[src/rtl/store_sequencer_if.sv]
// Request and memory-beat signals of the store sequencer.
// The slave modport is the sequencer's own view; master is the requester/memory side.
interface store_sequencer_if;
  logic        req_valid;
  logic        req_ready;
  logic [31:0] req_addr;
  logic [31:0] req_data;
  logic [1:0]  req_size;
  logic        mem_valid;
  logic        mem_ack;
  logic [31:0] mem_addr;
  logic [3:0]  mem_we;
  logic [31:0] mem_wdata;
  logic        done;
  logic        err;

  modport master (
    output req_valid, req_addr, req_data, req_size, mem_ack,
    input  req_ready, mem_valid, mem_addr, mem_we, mem_wdata, done, err
  );

  modport slave (
    input  req_valid, req_addr, req_data, req_size, mem_ack,
    output req_ready, mem_valid, mem_addr, mem_we, mem_wdata, done, err
  );
endinterface

[src/rtl/store_sequencer.sv]
// Store sequencer: splits a byte/half/word store at any alignment into one or
// two word-aligned memory write beats with per-lane byte enables.
module store_sequencer (
  input logic              clk,
  input logic              rst_n,
  store_sequencer_if.slave bus
);
  typedef enum logic [1:0] {
    IDLE  = 2'd0,
    BEAT0 = 2'd1,
    BEAT1 = 2'd2
  } state_e;

  state_e      state_q, state_d;
  logic [29:0] addr_q, addr_d;
  logic [6:0]  lane_q, lane_d;
  logic [55:0] data_q, data_d;
  logic        ready_q, ready_d;
  logic        done_q, done_d;
  logic        err_q, err_d;

  logic        accept;
  logic [3:0]  size_mask;
  logic [31:0] data_mask;
  logic        mem_valid;
  logic [31:0] mem_addr;
  logic [3:0]  mem_we;
  logic [31:0] mem_wdata;

  assign accept = bus.req_valid & ready_q;

  // Bytes above the store size are cleared so idle lanes never carry stale data.
  always_comb begin
    size_mask = 4'b0000;
    data_mask = 32'h0000_0000;
    case (bus.req_size)
      2'b00: begin
        size_mask = 4'b0001;
        data_mask = 32'h0000_00FF;
      end
      2'b01: begin
        size_mask = 4'b0011;
        data_mask = 32'h0000_FFFF;
      end
      2'b10: begin
        size_mask = 4'b1111;
        data_mask = 32'hFFFF_FFFF;
      end
      default: begin
        size_mask = 4'b0000;
        data_mask = 32'h0000_0000;
      end
    endcase
  end

  always_comb begin
    state_d = state_q;
    addr_d  = addr_q;
    lane_d  = lane_q;
    data_d  = data_q;
    done_d  = 1'b0;
    err_d   = 1'b0;
    case (state_q)
      IDLE: begin
        if (accept) begin
          if (bus.req_size == 2'b11) begin
            err_d = 1'b1;
          end else begin
            state_d = BEAT0;
            addr_d  = bus.req_addr[31:2];
            lane_d  = {3'b000, size_mask} << bus.req_addr[1:0];
            data_d  = {24'h00_0000, bus.req_data & data_mask} << {bus.req_addr[1:0], 3'b000};
          end
        end
      end
      BEAT0: begin
        if (bus.mem_ack) begin
          if (lane_q[6:4] != 3'b000) begin
            state_d = BEAT1;
          end else begin
            state_d = IDLE;
            done_d  = 1'b1;
          end
        end
      end
      BEAT1: begin
        if (bus.mem_ack) begin
          state_d = IDLE;
          done_d  = 1'b1;
        end
      end
      default: begin
        state_d = IDLE;
      end
    endcase
    ready_d = (state_d == IDLE);
  end

  // Beat outputs come straight from held registers, so they stay put through waits.
  always_comb begin
    mem_valid = 1'b0;
    mem_addr  = 32'h0000_0000;
    mem_we    = 4'b0000;
    mem_wdata = 32'h0000_0000;
    case (state_q)
      BEAT0: begin
        mem_valid = 1'b1;
        mem_addr  = {addr_q, 2'b00};
        mem_we    = lane_q[3:0];
        mem_wdata = data_q[31:0];
      end
      BEAT1: begin
        mem_valid = 1'b1;
        mem_addr  = {addr_q + 30'd1, 2'b00};
        mem_we    = {1'b0, lane_q[6:4]};
        mem_wdata = {8'h00, data_q[55:32]};
      end
      default: begin
        mem_valid = 1'b0;
      end
    endcase
  end

  always_ff @(posedge clk or negedge rst_n) begin
    if (!rst_n) begin
      state_q <= IDLE;
      addr_q  <= '0;
      lane_q  <= '0;
      data_q  <= '0;
      ready_q <= 1'b0;
      done_q  <= 1'b0;
      err_q   <= 1'b0;
    end else begin
      state_q <= state_d;
      addr_q  <= addr_d;
      lane_q  <= lane_d;
      data_q  <= data_d;
      ready_q <= ready_d;
      done_q  <= done_d;
      err_q   <= err_d;
    end
  end

  assign bus.req_ready = ready_q;
  assign bus.mem_valid = mem_valid;
  assign bus.mem_addr  = mem_addr;
  assign bus.mem_we    = mem_we;
  assign bus.mem_wdata = mem_wdata;
  assign bus.done      = done_q;
  assign bus.err       = err_q;
endmodule

[src/flat_wrapper.sv]
// flat-port wrapper written by rule: the top's interface ports become plain ports
module store_sequencer_flat 
  (clk, rst_n, bus_req_valid, bus_req_addr, bus_req_data, bus_req_size, bus_mem_ack, bus_req_ready, bus_mem_valid, bus_mem_addr, bus_mem_we, bus_mem_wdata, bus_done, bus_err);
  store_sequencer_if bus_i ();
  input logic clk;
  input logic rst_n;
  input wire logic [$bits(bus_i.req_valid)-1:0] bus_req_valid;
  input wire logic [$bits(bus_i.req_addr)-1:0] bus_req_addr;
  input wire logic [$bits(bus_i.req_data)-1:0] bus_req_data;
  input wire logic [$bits(bus_i.req_size)-1:0] bus_req_size;
  input wire logic [$bits(bus_i.mem_ack)-1:0] bus_mem_ack;
  output wire logic [$bits(bus_i.req_ready)-1:0] bus_req_ready;
  output wire logic [$bits(bus_i.mem_valid)-1:0] bus_mem_valid;
  output wire logic [$bits(bus_i.mem_addr)-1:0] bus_mem_addr;
  output wire logic [$bits(bus_i.mem_we)-1:0] bus_mem_we;
  output wire logic [$bits(bus_i.mem_wdata)-1:0] bus_mem_wdata;
  output wire logic [$bits(bus_i.done)-1:0] bus_done;
  output wire logic [$bits(bus_i.err)-1:0] bus_err;
  assign bus_i.req_valid = bus_req_valid;
  assign bus_i.req_addr = bus_req_addr;
  assign bus_i.req_data = bus_req_data;
  assign bus_i.req_size = bus_req_size;
  assign bus_i.mem_ack = bus_mem_ack;
  assign bus_req_ready = bus_i.req_ready;
  assign bus_mem_valid = bus_i.mem_valid;
  assign bus_mem_addr = bus_i.mem_addr;
  assign bus_mem_we = bus_i.mem_we;
  assign bus_mem_wdata = bus_i.mem_wdata;
  assign bus_done = bus_i.done;
  assign bus_err = bus_i.err;
  store_sequencer u_core (.clk(clk), .rst_n(rst_n), .bus(bus_i));
endmodule
[config.mk]
export PLATFORM = sky130hd
export DESIGN_NAME = store_sequencer_flat
export DESIGN_NICKNAME = d
export VERILOG_FILES = /design/src/rtl/store_sequencer_if.sv /design/src/rtl/store_sequencer.sv /design/src/flat_wrapper.sv
export SDC_FILE = /design/constraint.sdc
export NUM_CORES = 1
export LEC_CHECK = 0
export CORE_MARGIN = 1.5
export CORE_UTILIZATION = 45
export CTS_CLUSTER_DIAMETER = 100
export CTS_CLUSTER_SIZE = 30
export DETAILED_ROUTE_END_ITERATION = 16
export PLACE_DENSITY = 0.77
export SLEW_MARGIN = 5
export SYNTH_ARGS = -nofsm -noshare
export SYNTH_HDL_FRONTEND = slang
export SYNTH_SLANG_ARGS = --single-unit
export TNS_END_PERCENT = 10
[constraint.sdc]
create_clock -name clk -period 5.7 [get_ports clk]
set_clock_uncertainty 0.1 [all_clocks]
set_input_delay 1.425 -clock clk [delete_from_list [all_inputs] [get_ports clk]]
set_output_delay 1.425 -clock clk [all_outputs]
set_load 0.1 [all_outputs]
# After elaboration in Yosys (flattened, before gate mapping)
# Cells that the tools add are included.
# word_totals
word_cells	43
regBits	98
inputBits	70
out_inout_bits	72
# classes
bitwise	3
shift	2
addsub	1
muxes	19
reduce_logical	6
eq_ne	5
# op_table
cell	count
32-bit one-hot mux with 2 select lines	2
32-bit one-hot mux with 3 select lines	1
32-bit by 5-bit left shift with 56-bit output	1
32-bit AND	1
30-bit by 1-bit adder with 30-bit output, second input constant	1
4-bit one-hot mux with 3 select lines	1
2-bit two-way mux	5
4-bit one-hot mux with 2 select lines	1
1-bit two-way mux	7
4-bit by 2-bit left shift with 7-bit output	1
2-bit equality test, second input constant	3
2-bit logical NOT	3
2-bit one-hot mux with 3 select lines	1
2-bit by 1-bit equality test with 1-bit output, second input constant	2
3-bit AND reduction	1
3-bit nonzero test	1
1-bit one-hot mux with 2 select lines	1
2-bit OR reduction	1
1-bit AND	1
1-bit inverter	1

# Depth between registers and ports, before layout
# Gate-level depths: netlist of run 1.
# logic_depth
word_depth	5
depth_mapped	9
ltp_nobuf	7

# Worst setup path before layout of run 1
# Ideal clock, no wire load.
# synth_timing
path_kind	register to output
startpoint	register u_core.state_q[0]
endpoint	output bus_mem_addr[28]
required_ps	4175
t_arrival_ps	5102
path_buffers	2
path_slack_ps	-927
path_stages_with_launch	7
path_cell_list	dfrtp_1 -> inv_1 -> ha_1 -> nand2_1 -> clkbuf_1 -> clkbuf_1 -> o41ai_1
# synth_via
elab_chain_len	2
elab_cells_between_ends	3
cone_classes	2 x eq/ne; 1 x mux
# synth_rtl
element	line	rtl
from (decl)	store_sequencer.sv:14	state_e state_q, state_d;
from (signal assigned)	store_sequencer.sv:134	state_q <= state_d;
2-bit equality test or 2-bit by 1-bit equality test with 1-bit output (tied branches)	store_sequencer.sv:105	case (state_q)
32-bit one-hot mux with 2 select lines *	store_sequencer.sv:105	
to (decl)	flat_wrapper.sv:14	output wire logic [$bits(bus_i.mem_addr)-1:0] bus_mem_addr;
# Mark *: on every way between the ends. The rest lies on a longest branch, timed or not.

# Worst setup path after layout of run 1
# layout_timing
startpoint	register u_core.state_q[0]
endpoint	output bus_mem_addr[31]
# The elaborated chain is that of the path after synthesis.

==> results.cfg, run 1 <==
[status]
outcome = completed

[layout]
n_fill_cell = 1071
regArea_um2 = 2450
drive_gt1_share_pct = 14.1
final_cell_mix = nand2_1 (133), dfrtp_1 (98), clkdlybuf4s50_1 (82), buf_4 (64), o21ai_0 (52)
diodes = 0
multi_input_area_um2 = 2850
area_growth_pct = 28.9
postLayoutCoreUtil_pct = 59.5
nets = 808
layout_commonest_cell = nand2_1

[yosys]
synth.avg_cell_area_um2 = 8.90
synthCells = 623
ys_seq_area_share_pct = 44.2
async_flop_share_pct = 100
synth_edf_count = 0
synth-seq-cells = 98
netlist-cell-type-count = 55
yosys_warnings = 0
ys.flop_type = dfrtp_1
syn_area_um2 = 5540

[cts]
cts_buffers = 9
cts_max_level = 3
cts_setup_buffers = 0
cts_hold_buf = 0
clockBufferDepth = 2
cts_resized = 0
clock_sinks = 98
cts_tree = built
path_clk_slew_ps = 70
ctsRootBufferMaster = clkbuf_16
insertion_delay_ps = 360

[sta]
period_share_pct = 83.1
final_hold_viol_count = 0
max_slew_margin_pct = 25.3
fmax_mhz = 211
worst_pin_slew_ps = 1110
rsz0062_at_grt = no
finalSetupViolCount = 0
period_needed_ps = 4730
drv_slew = 0

[floorplanning]
rows = 40
die_area_um2 = 13000
num_io_pins = 142
die_h_um = 114
start_util_pct = 46.2
die_w_um = 114
fp.coreArea_um2 = 12000

[worst_setup_path]
r2r-start = u_core.state_q[0]
r2r_cells = 6
slowest_delay_ps = 690
r2r-end = u_core.data_q[2]
worstPathArrival_ps = 3210
crit_required_ps = 4180
reg2reg_setup_slack_ps = 3110
slowest_stage = or4_1
critPathKind = reg -> out
worstSetupEndpointType = primary output
critical_path.max_fanout = 31
cp-start-kind = flop
crit_chain = inv_1 -> ha_1 -> nand2_1 -> or4_1 -> o211ai_1 -> buf_4

[power_and_ir_drop]
peakVddDrop_mv = 0.271
power_leakage_nw = 3.24
power_density_nw_per_um2 = 525
finalPower_w = 0.00375

[placement]
io_buffers = 139
dpl.hpwl_mm = 11.7
gp_congestion = 0.921

[job]
drv_cap = 0

[route]
via_count = 5524
ant_nets = 0
routed_wl_mm = 17.0
wl_per_cell_um = 19.3
firstDrtPassIters = 5
drt_drc_violations_left = 0
drtIter0Drc = 636
post_drt_via_cell_ratio = 6.26

[global_route]
track_usage_pct = 26.9
antenna_found_initial = 0
grt_pass1_vias = 5301
grt_max_degree = 79
grt_pass1_wl_mm = 27.2
gr-total-overflow = 0

[worst_hold_path]
holdPathStages = 2
min_to = u_core.data_q[42]
hold_path_class = reg -> reg
holdCritStartpoint = u_core.data_q[42]
metrics by stage:
stage               worst slack [ps]  hold slack, ps  setup TNS, ps  cell area, um^2  cells
detailed placement              1390             372              0             6830    866
finish                           965             384              0             7140    882
CTS                             1000             387              0             7140    882
global route                     771             405              0             7140    882
global placement                1550             362              0             6830    866
floorplan                       -197             343           -861             5560    624
state kept, by name (all words and copies together), names as in the netlist:
register	cells
u_core.data_q	56
u_core.addr_q	30
u_core.lane_q	7
u_core.state_q	2
u_core.bus.done	1
u_core.bus.err	1
u_core.bus.req_ready	1
final cells by class:
cell class / instances / area share, %
multi-input combinational: 462 / 39.8
inverter: 13 / 0.683
timing repair buffer: 146 / 18.2
clock buffer: 10 / 3.35
tap: 147 / 2.57
clock inverter: 6 / 1.03
sequential: 98 / 34.3
cells by family after synthesis:
kind of cell / synth area share [%]
xor+xnor: 0.158
flops: 44.2
mux: 2.19
buf+inv: 4.92
compound gates: 25.5
other cells: 0.0676
fa+ha+maj: 1.81
simple gates: 21.1
report_power, final:
part	internal [W]	leakage (nW)	total, W	switching [W]
registers	0.000968	1.26	0.00124	0.000271
logic	0.000498	1.82	0.00187	0.00137
clock network	0.000357	0.153	0.000639	0.000283
total	0.00182	3.24	0.00375	0.00193
layer usage:
| metal | share of wire, % | wire length [um] | global-route usage, % |
|---|---|---|---|
| met1 | 42 | 7170 | 35.4 |
| met2 | 47 | 8010 | 43.2 |
| met3 | 7.9 | 1340 | 5.69 |
| met4 | 3.1 | 523 | 11.3 |
| met5 | 0 | 0 | 0 |
synth_stat cells, drive strengths merged (4+ instances only):
| cell type | instances | area (um^2) |
|---|---|---|
| mux2 | 9 | 101 |
| inv | 12 | 45.0 |
| buf | 11 | 53.8 |
| dfrtp | 98 | 2450 |
| nand2 | 134 | 510 |
| a32oi | 6 | 52.6 |
| and3 | 21 | 131 |
| nor3 | 7 | 56.3 |
| o21ai | 52 | 260 |
| nand4 | 9 | 71.3 |
| a221o | 8 | 80.1 |
| a41oi | 4 | 35.0 |
| a31oi | 7 | 43.8 |
| nand3 | 30 | 160 |
| clkbuf | 40 | 170 |
| ha | 8 | 100 |
| o21a | 8 | 60.1 |
| nor2 | 27 | 101 |
| o31ai | 13 | 97.6 |
| o211ai | 11 | 82.6 |
| a32o | 6 | 60.1 |
| a22oi | 4 | 30.0 |
| a21oi | 13 | 65.1 |
| a221oi | 6 | 52.6 |
| a22o | 45 | 394 |
critical path, delay by kind of cell, from the launching register on:
kind / cells / cell delay, ps
buffers and inverters: 2 / 420
and+or+nand+nor: 2 / 1340
AOI/OAI and AO/OA: 1 / 190
adders and majority gates: 1 / 500
DFF: 1 / 390
worst max-delay path by stage:
stage	from	end	slack, ps	cells past startpoint
after floorplan	u_core.state_q[0]	bus_mem_addr[20]	-200	7
after global placement	u_core.state_q[0]	bus_mem_addr[31]	1550	6
after detailed placement	u_core.state_q[0]	bus_mem_addr[31]	1390	6
after CTS	u_core.state_q[0]	bus_mem_addr[31]	1000	6
after global routing	u_core.state_q[0]	bus_mem_addr[31]	770	6
final	u_core.state_q[0]	bus_mem_addr[31]	970	6
Note: power is estimated with default switching activity, not from simulation.
==> run 2, diff against run 1 <==
--- a/config.mk
+++ b/config.mk
@@ -10,7 +10,7 @@
 export CTS_CLUSTER_DIAMETER = 100
 export CTS_CLUSTER_SIZE = 30
 export DETAILED_ROUTE_END_ITERATION = 16
-export PLACE_DENSITY = 0.77
+export PLACE_DENSITY = 0.8
 export SLEW_MARGIN = 5
 export SYNTH_ARGS = -nofsm -noshare
 export SYNTH_HDL_FRONTEND = slang
==> constraint.sdc (replaced) <==
create_clock -name clk -period 3.8 [get_ports clk]
set_clock_uncertainty 0.1 [all_clocks]
set_input_delay 0.95 -clock clk [delete_from_list [all_inputs] [get_ports clk]]
set_output_delay 0.95 -clock clk [all_outputs]
set_load 0.1 [all_outputs]
==> run 2 against run 1 <==
- global-route usage up 0.74 points
- via count about the same
- critical path depth up 1
- first-iteration DRC count down 18%
- cell area up 12%
- register-to-register slack worse by 1700 ps
- critical path type unchanged
- largest cell class unchanged
- largest power group unchanged
==> results.cfg, run 2 (synthesized netlist as in run 1, its figures left out) <==
[worst_setup_path]
slowest_delay_ps = 460
r2r_cells = 6
cp-start-kind = flop
critical_path.max_fanout = 6
r2r-start = u_core.state_q[0]
worstSetupEndpointType = primary output
slowest_stage = nor4_4
critPathKind = reg -> out
crit_path_start = u_core.addr_q[0]
worstPathArrival_ps = 2540
reg2reg_setup_slack_ps = 1440
crit_chain = ha_1 -> nand4_4 -> nor4_4 -> nand2_4 -> or4_1 -> nand3_1 -> buf_12
crit_required_ps = 2750
r2r-end = u_core.data_q[20]

[power_and_ir_drop]
power_density_nw_per_um2 = 748
power.share.switching_pct = 50.1
p_sw_w = 0.00298
peakVddDrop_mv = 0.383
power_frac_clock_pct = 14.0
power_leakage_nw = 3.52
p_int_w = 0.00298
pwr-share-comb_pct = 54.6
power_frac_seq_pct = 31.4

[route]
drt_drc_violations_left = 0
firstDrtPassIters = 5
via_count = 5526
post_drt_via_cell_ratio = 6.16
wl_per_cell_um = 19.7
ant_nets = 0
routed_wl_mm = 17.7
drtIter0Drc = 524

[worst_hold_path]
hold_path_class = reg -> reg
min_to = u_core.data_q[9]
holdCritStartpoint = u_core.data_q[9]
holdPathStages = 2

[cts]
cts_resized = 0
cts_hold_buf = 0
cts_max_level = 3
path_clk_slew_ps = 70
insertion_delay_ps = 350
cts_buffers = 9
cts_setup_buffers = 0
clockBufferDepth = 2
cts_tree = built
clock_sinks = 98
ctsRootBufferMaster = clkbuf_16

[sta]
rsz0062_at_grt = no
fin_tns_setup_ps = 0
final_hold_viol_count = 0
fmax_mhz = 278
max_slew_margin_pct = 28.8
worst_hold_slack_ps = 387
worst_pin_slew_ps = 1070
drv_slew = 0
finalSetupViolCount = 0
worst_slack_ps = 209
period_needed_ps = 3590
period_share_pct = 94.5

[job]
drv_cap = 0

[layout]
drive_gt1_share_pct = 18.8
diodes = 0
largestRegisters = u_core.data_q: 56 flops, u_core.addr_q: 30 flops, u_core.lane_q: 7 flops
area_growth_pct = 43.7
final_cell_mix = nand2_1 (133), dfrtp_1 (98), clkdlybuf4s50_1 (68), buf_12 (56), a22o_1 (45)
largest_register = u_core.data_q
layout_commonest_cell = nand2_1
largest_reg_flops = 56
nets = 823

[floorplanning]
fp.coreArea_um2 = 12000
die_area_um2 = 13000
die_h_um = 114
num_io_pins = 142
rows = 40
die_w_um = 114
start_util_pct = 46.2

[global_route]
grt_max_degree = 87
grt_pass1_vias = 5420
track_usage_pct = 27.6
gr-total-overflow = 0
grt_pass1_wl_mm = 27.9
antenna_found_initial = 0

[placement]
gp_congestion = 0.921
pre_cts_slack_ps = 594
io_buffers = 139
dpl.hpwl_mm = 12.9

[status]
outcome = completed
run 2: worst max-delay path by stage:
stage,endpoint,slack [ps]
2_1_floorplan,bus_mem_addr[19],-260
3_3_place_gp,bus_mem_addr[26],630
4_1_cts,bus_mem_addr[30],210
6_report,bus_mem_addr[26],210
5_1_grt,bus_mem_addr[26],70
3_5_place_dp,bus_mem_addr[26],590
run 2: area by class of cell:
class | instances | area (um^2)
fillers | 948 | 4040
multi-input cells | 462 | 2940
flip-flops and latches | 98 | 2450
repair buffers | 161 | 2080
clock buffers | 12 | 236
well taps | 147 | 184
inverters | 13 | 48.8
clock inverters | 4 | 26.3
run 2: metal layers:
layer	track usage, %	share of wire (%)
met5	0	0
met1	34.7	40
met4	11.5	3.5
met3	6.27	7.4
met2	46.0	49
run 2: critical path, delay by kind of cell (launching register included):
kind	cells	cell delay [ps]
fa+ha+maj	1	270
buf+inv	1	190
simple gates	5	1310
flops	1	410
run 2: metrics by stage:
step	total power [W]	util, %	std cells	instance area (um^2)
6_report	0.00596	66.3	897	7970
5_1_grt	0.00624	66.3	897	7970
4_1_cts	0.00596	66.3	897	7970
3_5_place_dp	0.00511	64.1	881	7700
3_3_place_gp	0.00503	64.1	881	7700
2_1_floorplan	0.00402	-	624	5650
run 2: power by group through the flow:
stage / clock [W] / sequential (W) / combinational (W)
final: 0.000836 / 0.00187 / 0.00325
after detailed placement: 0 / 0.00187 / 0.00325
after CTS: 0.000849 / 0.00185 / 0.00326
after global placement: 0 / 0.00185 / 0.00318
after floorplan: 0 / 0.00179 / 0.00222
after global routing: 0.000885 / 0.00192 / 0.00343
==> run 3, diff against run 2 <==
--- a/config.mk
+++ b/config.mk
@@ -10,7 +10,8 @@
 export CTS_CLUSTER_DIAMETER = 100
 export CTS_CLUSTER_SIZE = 30
 export DETAILED_ROUTE_END_ITERATION = 16
-export PLACE_DENSITY = 0.8
+export DONT_BUFFER_PORTS = 1
+export PLACE_DENSITY = 0.65
 export SLEW_MARGIN = 5
 export SYNTH_ARGS = -nofsm -noshare
 export SYNTH_HDL_FRONTEND = slang
==> run 3 against run 2 <==
- clock-buffer cell count shrank 2
- worst setup slack lost 32 ps
- die area unchanged
- global-route usage decreased by 1.6 points
- first-iteration DRC count grew 3.8%
- clock power is 12% higher
- critical path depth down 1
- maximum frequency shrank 0.89%
- non-clock buffer count decreased by 82
- cell count fell by 9.0%
- critical endpoint is now bus_mem_addr[30]
==> results.cfg, run 3 (synthesized netlist as in run 1, its figures left out) <==
[layout]
drive_gt1_share_pct = 21.7
n_fill_cell = 985
largestRegisters = u_core.data_q: 56 flops, u_core.addr_q: 30 flops, u_core.lane_q: 7 flops
area_growth_pct = 32.4
largest_reg_flops = 56
postLayoutCoreUtil_pct = 61.1
final_cell_mix = nand2_1 (133), dfrtp_1 (98), buf_12 (57), a22o_1 (45), o21ai_0 (38)
nets = 741
layout_commonest_cell = nand2_1
largest_register = u_core.data_q
fin_cells = 816

[global_route]
grt_pass1_wl_mm = 26.1
antenna_found_initial = 1
grt_pass1_vias = 5002
gr-total-overflow = 0
track_usage_pct = 26.0
grt_max_degree = 99

[cts]
insertion_delay_ps = 350
path_clk_slew_ps = 70
clockBufferDepth = 2
cts_hold_buf = 0
ctsRootBufferMaster = clkbuf_16
cts_tree = built
cts_max_level = 3
cts_buffers = 9
clock_sinks = 98

[floorplanning]
die_w_um = 114
die_h_um = 114
fp.coreArea_um2 = 12000
start_util_pct = 46.2
rows = 40
num_io_pins = 142
die_area_um2 = 13000

[sta]
period_needed_ps = 3620
rsz0062_at_grt = no
worst_pin_slew_ps = 929
max_slew_margin_pct = 37.5
finalSetupViolCount = 0
period_share_pct = 95.3
drv_slew = 0
fmax_mhz = 276
final_hold_viol_count = 0

[worst_hold_path]
hold_path_class = in -> async

[worst_setup_path]
critPathKind = reg -> out
slowest_stage = nor4_4
crit_chain = nand3_1 -> nor4_4 -> nand2_4 -> o31a_2 -> a31oi_2 -> buf_12
critical_path.max_fanout = 8
worstSetupEndpointType = primary output
slowest_delay_ps = 610
cp-start-kind = flop
worstPathArrival_ps = 2570
crit_required_ps = 2750

[status]
outcome = completed

[route]
ant_nets = 0
routed_wl_mm = 16.7
post_drt_via_cell_ratio = 6.37
wl_per_cell_um = 20.4
drt_drc_violations_left = 0
firstDrtPassIters = 5
via_count = 5196
drtIter0Drc = 544

[power_and_ir_drop]
peakVddDrop_mv = 0.437
power_density_nw_per_um2 = 811
power_leakage_nw = 3.25

[placement]
gp_congestion = 0.896
dpl.hpwl_mm = 11.6
io_buffers = 0
dp_cells = 796

[job]
drv_cap = 0
-- run 3: timing repair --
action / 4_1_cts / 5_1_grt
resized for setup: 0 / 3
setup endpoints to repair: 0 / 7
setup buffers: 0 / 3
-- run 3: cell type report --
class	instances	area, um^2	area share, %
clock inverter	6	63.8	0.869
sequential	98	2450	33.4
timing repair buffer	79	1330	18.1
clock buffer	10	239	3.25
antenna	1	2.50	0.0341
multi-input combinational	462	3030	41.2
tap	147	184	2.51
inverter	13	48.8	0.665
-- run 3: where the power goes --
group	leakage, nW	switching, W	internal, W	total, W
logic	1.84	0.00211	0.00102	0.00313
clock network	0.145	0.000409	0.000528	0.000937
registers	1.26	0.000432	0.00145	0.00188
total	3.25	0.00295	0.00300	0.00595
-- run 3: metrics by stage --
| step | worst slack, ps | hold WS, ps | instance area, um^2 | TNS, ps | power [W] |
|---|---|---|---|---|---|
| after floorplan | -260 | 343 | 5650 | -3710 | 0.00402 |
| after global placement | 495 | 363 | 7010 | 0 | 0.00494 |
| after detailed placement | 448 | 370 | 7010 | 0 | 0.00502 |
| after CTS | 62.4 | 178 | 7310 | 0 | 0.00596 |
| after global routing | 25.8 | 171 | 7340 | 0 | 0.00625 |
| final | 177 | 189 | 7340 | 0 | 0.00595 |
-- run 3: final timing paths --
check | to | cells past startpoint | slack [ps] | start
setup / recovery | bus_mem_addr[30] | 6 | 180 | u_core.addr_q[8]
hold / removal | u_core.addr_q[8] | 0 | 190 | rst_n
setup reg to reg | u_core.data_q[22] | 6 | 1440 | u_core.state_q[0]
hold reg to reg | u_core.data_q[12] | 2 | 380 | u_core.data_q[12]
max in group asynchronous | u_core.bus.req_ready | 0 | 3260 | rst_n
min in group clk | u_core.data_q[12] | 2 | 380 | u_core.data_q[12]
-- run 3: layer usage --
metal  part of all wire, %  wire, um  GRT usage, %  vias to the layer above
met5                     0         0             0                        -
met4                   3.1       515          10.5                        0
met3                   8.0      1330          6.85                       35
met2                    50      8250          43.0                      263
met1                    39      6560          32.5                     2530
li1                      -         -             -                     2368
-- run 3: critical path, delay by kind of cell, from the launching register on --
family	cells	cell delay, ps
AO/OA/AOI/OAI	2	540
buffers and inverters	1	210
flip-flops	1	480
AND/OR/NAND/NOR	3	980
==> RTL change (flow settings as in run 2) <==
The 3 states of `state_e` get a one-hot encoding in 3 bits.
--- a/src/rtl/store_sequencer.sv
+++ b/src/rtl/store_sequencer.sv
@@ -5,10 +5,10 @@
   input logic              rst_n,
   store_sequencer_if.slave bus
 );
-  typedef enum logic [1:0] {
-    IDLE  = 2'd0,
-    BEAT0 = 2'd1,
-    BEAT1 = 2'd2
+  typedef enum logic [2:0] {
+    IDLE  = 3'b001,
+    BEAT0 = 3'b010,
+    BEAT1 = 3'b100
   } state_e;
 
   state_e      state_q, state_d;
Function: no difference found for any inputs over 4 cycles, from zero or initial values and one cycle with rst_n low; so few cycles prove little.
==> RTL change against run 2 <==
Area after synthesis grew 1.1%. Non-clock buffer count decreased by 9. Critical path depth down 2. Worst hold slack worse by 3.9 ps. Critical path type unchanged. Cell area grew 1.5%. Sequential cell count increased by 1. Maximum frequency fell by 1.8%. Wire length decreased by 2.7%. Total power fell by 15%. Core utilization grew 0.70 points. Global-route usage is 0.94 points lower. First-iteration DRC count rose by 6.1%. Largest cell class unchanged. Setup slack got worse by 65 ps.
==> RTL change: results (changes against run 2) <==
outcome finished, final reports clean; Reg2Reg Capture Point u_core.data_q[18]$_DFFE_PN0P_; cells on worst reg2reg path 4 (-2); Synth top cells by count nand2_1, dfrtp_1, a22o_1; sw frac 0.430 (-0.0705); Static Leak 3.54 nW (+0.66%); Detailed Routing Iterations Pass 1 11 (+6); ranking of synthesized cells by area dfrtp_1, nand2_1, a22o_1, o21ai_0, mux2_2; final WL 17,200 um (-2.7%); Critical Path AT 2610 ps (+70 ps); WHS Endpoint u_core.lane_q[0]$_DFFE_PN0P_; Final HPWL DP 11,800 um (-8.1%); vias in the first global route 5,462 (+0.77%); Cell variety after synth 58 (+5.5%); Mapped Cells 617 (-0.96%); flop-to-flop setup slack 1370 ps (-70 ps); post-synthesis sequential area ratio 0.442 (about the same); global placement routability congestion 0.980 (+6.4%); Max FO, Critical Path 11 (+5); RR Startpoint u_core.state_q[0]$_DFF_PN1_; largest net degree at the start of global routing 67 (-23%); Post-Place Cells 881 (unchanged); DR vias/cell 6.15 (-0.18%); Hold Path Depth 1 (-1); fraction of layout cells with a size suffix above 1 0.180 (-0.00830); worst hold start u_core.lane_q[0]$_DFFE_PN0P_; WL per Instance 19.2 um (-2.7%); relative slew slack 0.358 (+0.0705); VDD IR max 271 uV (-29%); initial DRC count 556 (+6.1%); Final #Nets 798 (-3.0%)
## RTL change: changes by cell type in the layout (fill, tap and decap cells not counted), moves of 11 or more
cell	run 2	this run
buf_4	37	18
o21ai_1	13	0
a31oi_1	4	15
nand3_1	28	7
o211ai_1	11	0
nand2_1	133	154
nor2_1	26	15
## RTL change: cell families after synthesis
logic type                 after synthesis  share of synthesized area
xor gates and xnor gates                 1                    0.00156
adders and majority gates                4                    0.00893
and+or+nand+nor                        248                      0.214
buffers and inverters                   62                     0.0484
other                                    1                   0.000669
DFF                                     99                      0.442
AOI/OAI and AO/OA                      184                      0.248
muxes                                   18                     0.0357
## RTL change: cell type report
| cell class | count | area (um^2) |
|---|---|---|
| clock inverter | 5 | 100 |
| clock buffer | 11 | 243 |
| tap | 168 | 210 |
| timing repair buffer | 152 | 2130 |
| inverter | 5 | 18.8 |
| fill | 933 | 3980 |
| sequential | 99 | 2480 |
| multi-input combinational | 457 | 2910 |
## RTL change: what timing repair did
action,4_1_cts,5_1_grt
endpoints found under the setup margin,0,1
buffers inserted,0,0
resized for setup,0,1
## RTL change: routing by layer
metal	vias to the layer above	part of all wire	routed length (um)	GRT usage
li1	2487	-	-	-
met1	2699	0.40	6910	0.335
met2	293	0.50	8590	0.446
met3	37	0.078	1340	0.0598
met4	0	0.023	388	0.108
met5	-	0	0	0
## RTL change: through the flow
step | area (um^2) | setup WS (ps) | utilization | total power [mW] | hold slack (ps)
floorplan | 5640 | -588 | - | 3.21 | 342
global placement | 7740 | 417 | 0.642 | 3.89 | 359
detailed placement | 7740 | 312 | 0.642 | 3.99 | 370
CTS | 8090 | 101 | 0.670 | 5.06 | 387
global route | 8090 | 16.0 | 0.670 | 5.31 | 396
finish | 8090 | 145 | 0.670 | 5.06 | 383
## RTL change: how the worst max path moves through the flow
stage	start	end	cells after the start
2_1_floorplan	u_core.state_q[2]$_DFF_PN0_	bus_mem_addr[9]	4
3_3_place_gp	bus_req_size[0]	u_core.data_q[21]$_DFFE_PN0P_	5
3_5_place_dp	bus_req_size[0]	u_core.data_q[16]$_DFFE_PN0P_	5
4_1_cts	u_core.addr_q[1]$_DFFE_PN0P_	bus_mem_addr[30]	6
5_1_grt	u_core.addr_q[0]$_DFFE_PN0P_	bus_mem_addr[28]	6
6_report	u_core.addr_q[2]$_DFFE_PN0P_	bus_mem_addr[27]	5
## RTL change: power groups by stage
stage	clock (mW)	combinational (mW)	sequential, mW
floorplan	0	1.44	1.76
global placement	0	2.08	1.81
detailed placement	0	2.15	1.84
CTS	1.07	2.16	1.83
global route	1.11	2.29	1.90
finish	1.06	2.15	1.84
## RTL change: critical path: stages, from the launching register on
cell	delay (ps)
dfrtp_1	440
and3_1	420
nand4_1	400
o311ai_0	570
o41ai_2	210
buf_12	210
